`config.mk`:
```
export PLATFORM = sky130hd
export DESIGN_NAME = ex_to_mem_reg_flat
export DESIGN_NICKNAME = d
export VERILOG_FILES = /design/src/rtl/ex_to_mem_reg_pkg.sv /design/src/rtl/ex_to_mem_reg_if.sv /design/src/rtl/ex_to_mem_reg_pipe_entry.sv /design/src/rtl/ex_to_mem_reg.sv /design/src/flat_wrapper.sv
export SDC_FILE = /design/constraint.sdc
export NUM_CORES = 1
export LEC_CHECK = 0
export ABC_AREA = 1
export CORE_ASPECT_RATIO = 1.1
export CORE_MARGIN = 5
export CORE_UTILIZATION = 51
export DETAILED_ROUTE_END_ITERATION = 12
export GPL_TIMING_DRIVEN = 1
export HOLD_SLACK_MARGIN = 0.12
export PLACE_DENSITY = 0.86
export SLEW_MARGIN = 20
export SYNTH_ARGS = -nofsm -noshare
export SYNTH_HDL_FRONTEND = slang
export SYNTH_HIERARCHICAL = 1
export SYNTH_SLANG_ARGS = --single-unit
```
`constraint.sdc`:
```
create_clock -name clk -period 2 [get_ports clk]
set_clock_uncertainty 0.05 [all_clocks]
set_input_delay 0.5 -clock clk [delete_from_list [all_inputs] [get_ports clk]]
set_output_delay 0.5 -clock clk [all_outputs]
set_load 0.005 [all_outputs]
```
`src/rtl/ex_to_mem_reg_pkg.sv`:
```
// Shared pipeline-register definitions.
//  XLEN_DEF / RD_W_DEF : default datapath and register-index widths
//  CTRL_W              : width of the {ld, str, we} control bundle
//  pipe_ctrl_t         : the control bundle itself, shared by all stage registers
//  gate_ctrl()         : forces the control bundle to zero for an invalid entry
package ex_to_mem_reg_pkg;

  localparam int XLEN_DEF = 32;
  localparam int RD_W_DEF = 5;
  localparam int CTRL_W   = 3;

  typedef struct packed {
    logic ld;
    logic str;
    logic we;
  } pipe_ctrl_t;

  // A bubble must never write registers or memory, whatever the held bits say.
  function automatic pipe_ctrl_t gate_ctrl(input pipe_ctrl_t ctrl, input logic valid);
    return valid ? ctrl : pipe_ctrl_t'('0);
  endfunction

endpackage

```
`src/rtl/ex_to_mem_reg_if.sv`:
```
// Valid/ready stage bus carrying one EX result beat.
//  valid, alu_out, b2, rd, ld, str, we : driven by the producer (master)
//  ready                              : driven by the consumer (slave)
interface ex_to_mem_reg_if
  import ex_to_mem_reg_pkg::*;
#(
  parameter int XLEN = XLEN_DEF,
  parameter int RD_W = RD_W_DEF
);

  logic            valid;
  logic            ready;
  logic [XLEN-1:0] alu_out;
  logic [XLEN-1:0] b2;
  logic [RD_W-1:0] rd;
  logic            ld;
  logic            str;
  logic            we;

  modport master (output valid, alu_out, b2, rd, ld, str, we, input ready);
  modport slave  (input valid, alu_out, b2, rd, ld, str, we, output ready);

endinterface

```
`src/rtl/ex_to_mem_reg_pipe_entry.sv`:
```
// One pipeline-register slot: valid bit, data word and control bundle.
//  clk, rst  : clock, synchronous active-high reset
//  clear     : drop the entry (valid and control cleared, data kept)
//  load      : take d_valid; data/ctrl are captured only for a valid beat
//  d_*       : next contents
//  q_*       : current contents, control gated to zero when invalid
module ex_to_mem_reg_pipe_entry
  import ex_to_mem_reg_pkg::*;
#(
  parameter int DATA_W = 2 * XLEN_DEF + RD_W_DEF
) (
  input  logic              clk,
  input  logic              rst,
  input  logic              clear,
  input  logic              load,
  input  logic              d_valid,
  input  logic [DATA_W-1:0] d_data,
  input  pipe_ctrl_t        d_ctrl,
  output logic              q_valid,
  output logic [DATA_W-1:0] q_data,
  output pipe_ctrl_t        q_ctrl
);

  logic              valid_q;
  logic [DATA_W-1:0] data_q;
  pipe_ctrl_t        ctrl_q;

  // NOTE: sequential state uses non-blocking assignments so every flop samples
  // pre-edge values regardless of block ordering; the data word is reset as
  // well so MEM_* reads as zero straight out of reset.
  always_ff @(posedge clk) begin
    if (rst) begin
      valid_q <= 1'b0;
      data_q  <= '0;
      ctrl_q  <= '0;
    end else if (clear) begin
      valid_q <= 1'b0;
      ctrl_q  <= '0;
    end else if (load) begin
      valid_q <= d_valid;
      if (d_valid) begin
        data_q <= d_data;
        ctrl_q <= d_ctrl;
      end else begin
        ctrl_q <= '0;
      end
    end
  end

  assign q_valid = valid_q;
  assign q_data  = data_q;
  assign q_ctrl  = gate_ctrl(ctrl_q, valid_q);

endmodule

```
`src/rtl/ex_to_mem_reg.sv`:
```
// Elastic EX->MEM pipeline register with a one-entry skid buffer.
//  clk, rst : clock, synchronous active-high reset (wins over flush)
//  flush    : kill both held entries and the incoming EX beat
//  ex       : upstream bus from EX (slave side); ex.ready is a pure flop output
//  mem      : downstream bus to MEM (master side)
// The skid slot only fills when main is held by a stalled MEM, so the number of
// beats in flight is 0, 1 (main) or 2 (main + skid); ready drops only at 2.
module ex_to_mem_reg
  import ex_to_mem_reg_pkg::*;
#(
  parameter int XLEN = XLEN_DEF,
  parameter int RD_W = RD_W_DEF
) (
  input  logic              clk,
  input  logic              rst,
  input  logic              flush,
  ex_to_mem_reg_if.slave    ex,
  ex_to_mem_reg_if.master   mem
);

  localparam int DATA_W = 2 * XLEN + RD_W;

  logic              main_valid, skid_valid;
  logic [DATA_W-1:0] main_data,  skid_data;
  pipe_ctrl_t        main_ctrl,  skid_ctrl;

  logic              accept, drain;
  logic              main_load, main_d_valid;
  logic [DATA_W-1:0] main_d_data;
  pipe_ctrl_t        main_d_ctrl;
  logic              skid_capture, skid_release;

  logic [DATA_W-1:0] ex_data;
  pipe_ctrl_t        ex_ctrl;

  assign ex_data = {ex.alu_out, ex.b2, ex.rd};
  assign ex_ctrl = '{ld: ex.ld, str: ex.str, we: ex.we};

  // Ready comes straight from the skid flop: no EX_valid or MEM_ready path.
  assign ex.ready = !skid_valid;
  assign accept   = ex.valid & !skid_valid & !flush;
  assign drain    = main_valid & mem.ready;

  // Main refills whenever it is empty or its beat leaves; the older skid beat
  // always goes ahead of the current EX beat to keep order.
  // NOTE: every always_comb output gets a default first so no latch is inferred.
  always_comb begin
    main_load    = !main_valid | drain;
    main_d_valid = 1'b0;
    main_d_data  = ex_data;
    main_d_ctrl  = ex_ctrl;
    if (skid_valid) begin
      main_d_valid = 1'b1;
      main_d_data  = skid_data;
      main_d_ctrl  = skid_ctrl;
    end else if (accept) begin
      main_d_valid = 1'b1;
    end
  end

  // Capture and release are exclusive: capture needs an empty skid slot.
  assign skid_capture = accept & main_valid & !mem.ready;
  assign skid_release = skid_valid & (drain | !main_valid);

  ex_to_mem_reg_pipe_entry #(.DATA_W(DATA_W)) u_main (
    .clk     (clk),
    .rst     (rst),
    .clear   (flush),
    .load    (main_load),
    .d_valid (main_d_valid),
    .d_data  (main_d_data),
    .d_ctrl  (main_d_ctrl),
    .q_valid (main_valid),
    .q_data  (main_data),
    .q_ctrl  (main_ctrl)
  );

  ex_to_mem_reg_pipe_entry #(.DATA_W(DATA_W)) u_skid (
    .clk     (clk),
    .rst     (rst),
    .clear   (flush),
    .load    (skid_capture | skid_release),
    .d_valid (skid_capture),
    .d_data  (ex_data),
    .d_ctrl  (ex_ctrl),
    .q_valid (skid_valid),
    .q_data  (skid_data),
    .q_ctrl  (skid_ctrl)
  );

  assign mem.valid   = main_valid;
  assign mem.alu_out = main_data[DATA_W-1 -: XLEN];
  assign mem.b2      = main_data[RD_W +: XLEN];
  assign mem.rd      = main_data[RD_W-1:0];
  assign mem.ld      = main_ctrl.ld;
  assign mem.str     = main_ctrl.str;
  assign mem.we      = main_ctrl.we;

endmodule

```
`src/flat_wrapper.sv`:
```
// flat-port wrapper written by rule: the top's interface ports become plain ports
module ex_to_mem_reg_flat import ex_to_mem_reg_pkg::*;
#(
  parameter int XLEN = XLEN_DEF,
  parameter int RD_W = RD_W_DEF
)
  (clk, rst, flush, ex_valid, ex_alu_out, ex_b2, ex_rd, ex_ld, ex_str, ex_we, ex_ready, mem_valid, mem_alu_out, mem_b2, mem_rd, mem_ld, mem_str, mem_we, mem_ready);
  ex_to_mem_reg_if #(.XLEN(XLEN), .RD_W(RD_W)) ex_i ();
  ex_to_mem_reg_if #(.XLEN(XLEN), .RD_W(RD_W)) mem_i ();
  input  logic clk;
  input  logic rst;
  input  logic flush;
  input wire logic [$bits(ex_i.valid)-1:0] ex_valid;
  input wire logic [$bits(ex_i.alu_out)-1:0] ex_alu_out;
  input wire logic [$bits(ex_i.b2)-1:0] ex_b2;
  input wire logic [$bits(ex_i.rd)-1:0] ex_rd;
  input wire logic [$bits(ex_i.ld)-1:0] ex_ld;
  input wire logic [$bits(ex_i.str)-1:0] ex_str;
  input wire logic [$bits(ex_i.we)-1:0] ex_we;
  output wire logic [$bits(ex_i.ready)-1:0] ex_ready;
  output wire logic [$bits(mem_i.valid)-1:0] mem_valid;
  output wire logic [$bits(mem_i.alu_out)-1:0] mem_alu_out;
  output wire logic [$bits(mem_i.b2)-1:0] mem_b2;
  output wire logic [$bits(mem_i.rd)-1:0] mem_rd;
  output wire logic [$bits(mem_i.ld)-1:0] mem_ld;
  output wire logic [$bits(mem_i.str)-1:0] mem_str;
  output wire logic [$bits(mem_i.we)-1:0] mem_we;
  input wire logic [$bits(mem_i.ready)-1:0] mem_ready;
  assign ex_i.valid = ex_valid;
  assign ex_i.alu_out = ex_alu_out;
  assign ex_i.b2 = ex_b2;
  assign ex_i.rd = ex_rd;
  assign ex_i.ld = ex_ld;
  assign ex_i.str = ex_str;
  assign ex_i.we = ex_we;
  assign ex_ready = ex_i.ready;
  assign mem_valid = mem_i.valid;
  assign mem_alu_out = mem_i.alu_out;
  assign mem_b2 = mem_i.b2;
  assign mem_rd = mem_i.rd;
  assign mem_ld = mem_i.ld;
  assign mem_str = mem_i.str;
  assign mem_we = mem_i.we;
  assign mem_i.ready = mem_ready;
  ex_to_mem_reg #(.XLEN(XLEN), .RD_W(RD_W)) u_core (.clk(clk), .rst(rst), .flush(flush), .ex(ex_i), .mem(mem_i));
endmodule
```
After elaboration in Yosys (flattened, before gate mapping). Cells that the tools add are included.

Output and inout bits: 74. Logic and storage cells: 33. Register bits after elaboration: 146. Input port bits: 77.

Bitwise logic cells: 9. Mux-type cells: 7. Reduce and logical (&&, ||, !) cells: 7.

Operator list (count): two-way mux 69 bit (1); two-way mux 3 bit (4); bitwise AND 1 bit (6); AND reduction 3 bit (2); logical NOT 1 bit (4); two-way mux 1 bit (2); bitwise OR 1 bit (2); OR reduction 2 bit (1); NOT 1 bit (1).

Logic depth before layout (Yosys ltp). Gate-level depths: netlist of the first run.

Depth in word-level cells: 7. Mapped depth: 10.

Modules after synthesis. The synthesis of the first run kept the hierarchy.

Modules (own cells, without submodules): ex_to_mem_reg_pipe_entry (instances 2, sequential area each 1461.4 um2, cells an instance 464, area each 3002.9 um2); ex_to_mem_reg (instances 1, sequential area each 0.0 um2, cells an instance 244, area each 989.7 um2).

Worst setup path before layout of the first run. No wires, ideal clock.

Path type: input port to flip-flop. From: in mem_ready. To: reg u_core.u_skid.data_q[10] (netlist: u_core/u_skid/q_data[10]). Setup slack: 0.510 ns. Setup time: 0.113 ns. Cell stages on the path: 9. Arrival: 1.327 ns. Buffers on the path: 2. Cells stage by stage: inv_1 nand2_1 nand2_1 nand2_1 nand3_2 buf_4 buf_2 nor2_1 nor2_1.

Cells in the longest elaborated chain, start to end: 5.

RTL lines: start, declared (RTL line flat_wrapper.sv:28) `input wire logic [$bits(mem_i.ready)-1:0] mem_ready;`; bitwise AND 1 bit (RTL line ex_to_mem_reg.sv:42) `assign drain = main_valid & mem.ready;`; bitwise OR 1 bit; via u_core.main_load (RTL line ex_to_mem_reg.sv:28) `logic main_load, main_d_valid;`; bitwise AND 1 bit (RTL line ex_to_mem_reg.sv:63) `assign skid_release = skid_valid & (drain | !main_valid);`; bitwise OR 1 bit (RTL line ex_to_mem_reg.sv:82) `.load (skid_capture | skid_release),`; AND reduction 3 bit (no line); end signal, assigned (RTL line ex_to_mem_reg_pipe_entry.sv:42) `data_q <= d_data;`; end, declared (RTL line ex_to_mem_reg_pipe_entry.sv:25) `logic [DATA_W-1:0] data_q;`.

The timed path passes the listed nets, and every way through them passes these cells. A chain may end at the register's enable or synchronous reset.

Final worst setup path of the first run.
From: reg u_core.u_skid.valid_q (netlist: u_core/u_skid/q_valid). To: out ex_ready.

Cells in the longest elaborated chain, start to end: 1.

RTL lines: start, declared (RTL line ex_to_mem_reg_pipe_entry.sv:24) `logic valid_q;`; start signal, assigned (RTL line ex_to_mem_reg_pipe_entry.sv:40) `valid_q <= d_valid;`; logical NOT 1 bit (RTL line ex_to_mem_reg.sv:40) `assign ex.ready = !skid_valid;`; end, declared (RTL line flat_wrapper.sv:20) `output wire logic [$bits(ex_i.ready)-1:0] ex_ready;`.

No other way between the ends.

==> flow_summary.ini, run 1 <==
[timing]
setup_viol = 0
hold_violations = 0
worstMarginPinSlew_ns = 0.829
timing.final.crit_share_pct = 97.5
fmax_ghz = 0.513
rsz0062_at_grt = no
finalWorstSetupSlack_ns = 0.0501
drv_slew = 0
slew_headroom_pct = 44.8
period_needed_ns = 1.95

[yosys]
yosysWarnings = 6
ys.flop_type = dfxtp_1
syn_nets = 1249
synth_area_leader_cell = dfxtp_1
synth_edf_count = 0
synth_most_common_cell = nand2_1
async_flop_share_pct = 0
synth.distinct_cells = 13
synth.avg_cell_area_sq_um = 5.97
syn_inst = 1172
synth-seq-area-share_pct = 41.8
synthesis.area_sq_mm = 0.00700
synth.area.top_cells = dfxtp_1 42%, nand2_1 28%, nor2_1 15%, inv_1 8.3%, buf_6 3.2%
synth_top_area_share_pct = 41.8
synth_common_cells = 519 x nand2_1, 278 x nor2_1, 154 x inv_1, 146 x dfxtp_1, 22 x buf_2
ys_ff_latch = 146

[floorplanning]
initial_core_util_pct = 52.5
fp-row-count = 44
dieHeight_microns = 133
coreArea_sq_mm = 0.0133
io_pins = 151
die_w_microns = 122
die_area_sq_mm = 0.0162

[clock_tree]
clock-sinks = 146
clockBufferDepth = 2
root_buffer = clkbuf_16
clock_latency_ns = 0.41
cts_buffers = 17
clk_pin_slew_ns = 0.06
cts.htree.levels = 4
cts_tree = done

[worst_setup_path]
rrSetupSlack_ns = 0.32
crit_start = u_core/u_skid/q_valid
r2r_start = u_core/u_skid/q_valid
r2r_end = u_core/u_main/ctrl_q[0]
startpoint_type = flip-flop
crit_required_ns = 1.45
critical_path_class = flip-flop to primary output
reg2reg_depth = 7
path_max_fanout = 16
critPathCapture = ex_ready
cp.arrival_ns = 1.40
crit_path_end_kind = primary output

[final_layout]
nFillCells = 1175
diodes = 0
drive_gt1_share_pct = 4.49
fin_util_pct = 68.6
layout-area-overhead-vs-synth_pct = 30.7
fin_nets = 1378

[global_route]
grt_pass1_vias = 6378
grt_pass1_wl_microns = 28600
antenna_found_initial = 0
grtUsageTotal_pct = 21.3
grt_start_max_net_pins = 77
overflow = 0

[drt]
postRouteAntennaNets = 0
vias = 6690
drtPass1Iterations = 5
drtIter0Drc = 482
viasPerCell = 4.47
drt-total-wl_microns = 16700
wire_per_inst_microns = 11.1
route.detailed.drc = 0

[pwr]
power_density_mw_per_mm2 = 741
totalPowerFinal_mw = 6.77
ir_drop_mv = 0.455
leakage_nw = 4.97

[place]
place_congestion = 0.800
port_buffers = 150
dp_hpwl_microns = 10900
dp_slack_ns = -0.0873

[run]
maxCapViolations = 0

[run_status]
run_status = completed

[worst_hold_path]
hp-class = flip-flop to flip-flop
-- cell families after synthesis --
group                  synth area share (%)
AOI/OAI and AO/OA                     0.644
and+or+nand+nor                        43.1
DFF                                    41.8
buffers and inverters                  14.5
-- area by class of cell --
type / count / area (sq um) / area share, %
multi-input cells: 809 / 3080 / 33.6
flip-flops and latches: 146 / 2930 / 32.0
clock buffers: 17 / 425 / 4.65
repair buffers: 170 / 1740 / 19.1
clock inverters: 15 / 146 / 1.60
inverters: 157 / 594 / 6.50
well taps: 184 / 230 / 2.52
-- power breakdown --
group	total, mW	internal (mW)	switching, mW
sequential	3.02	2.98	0.0385
combinational	0.663	0.363	0.301
clock	3.09	1.75	1.34
total	6.77	5.09	1.68
-- repair_timing --
item                                    CTS  global route
resized for setup                         4             2
hold buffers                              0             0
pin swaps                                 0             0
endpoints found under the setup margin    4             3
buffers inserted                          0             1
-- registers in the layout (all words and copies together) (netlist names) --
| register | count |
|---|---|
| u_core/u_main/ctrl_q | 3 |
| u_core/u_main/q_data | 69 |
| u_core/u_main/q_valid | 1 |
| u_core/u_skid/ctrl_q | 3 |
| u_core/u_skid/q_data | 69 |
| u_core/u_skid/q_valid | 1 |
-- layout by cell type, fill, tap and decap left out --
master           count
nand2_1            519
nor2_1             278
inv_1              154
clkdlybuf4s50_1    148
dfxtp_1            144
clkbuf_16           17
buf_4               13
a21oi_1              8
inv_6                7
buf_12               7
clkinvlp_4           3
clkinv_2             2
inv_8                2
dlymetal6s2s_1       2
nand3_4              2
inv_2                2
clkinv_4             1
bufinv_16            1
nand3_1              1
o21ai_0              1
dfxtp_4              1
dfxtp_2              1
-- how the worst min path moves through the flow --
stage | end | cells past startpoint | startpoint | slack, ns
floorplan | u_core/u_skid/ctrl_q[0] | 2 | u_core/u_skid/ctrl_q[0] | 0.39
global placement | u_core/u_skid/ctrl_q[2] | 2 | u_core/u_skid/ctrl_q[2] | 0.40
detailed placement | u_core/u_main/ctrl_q[2] | 2 | u_core/u_main/ctrl_q[2] | 0.41
CTS | u_core/u_main/ctrl_q[2] | 2 | u_core/u_main/ctrl_q[2] | 0.42
global route | u_core/u_skid/ctrl_q[1] | 2 | u_core/u_skid/ctrl_q[1] | 0.43
finish | u_core/u_main/ctrl_q[0] | 2 | u_core/u_main/ctrl_q[0] | 0.42
-- worst max-delay path, stage by stage, from the launching register on --
cell	delay, ns
dfxtp_2	0.35
inv_6	0.12
clkdlybuf4s50_1	0.52
-- layer usage --
layer  wire length [microns]  vias up  GRT usage [%]
met1                    7270     2891           25.6
li1                        -     3598              -
met5                       0        -              0
met4                     278        0           8.03
met3                     877       25           4.48
met2                    8250      176           37.0
-- metrics by stage --
stage / instance area [sq um] / TNS [ns] / hold WS [ns] / std cells
2_1_floorplan: 7000 / 0 / 0.394 / 1172
3_3_place_gp: 8550 / -0.931 / 0.403 / 1465
3_5_place_dp: 8550 / -4.10 / 0.406 / 1465
5_1_grt: 9150 / 0 / 0.428 / 1498
6_report: 9150 / 0 / 0.416 / 1498
4_1_cts: 9130 / 0 / 0.417 / 1497
(Power assumes the default switching activity.)
==> run 2, diff against run 1 <==
CTS_BUF_LIST = sky130_fd_sc_hd__clkbuf_8 sky130_fd_sc_hd__clkbuf_16   (was default)
==> results of run 2 <==
The final DEF is identical to that of run 1; final timing and power are the same.
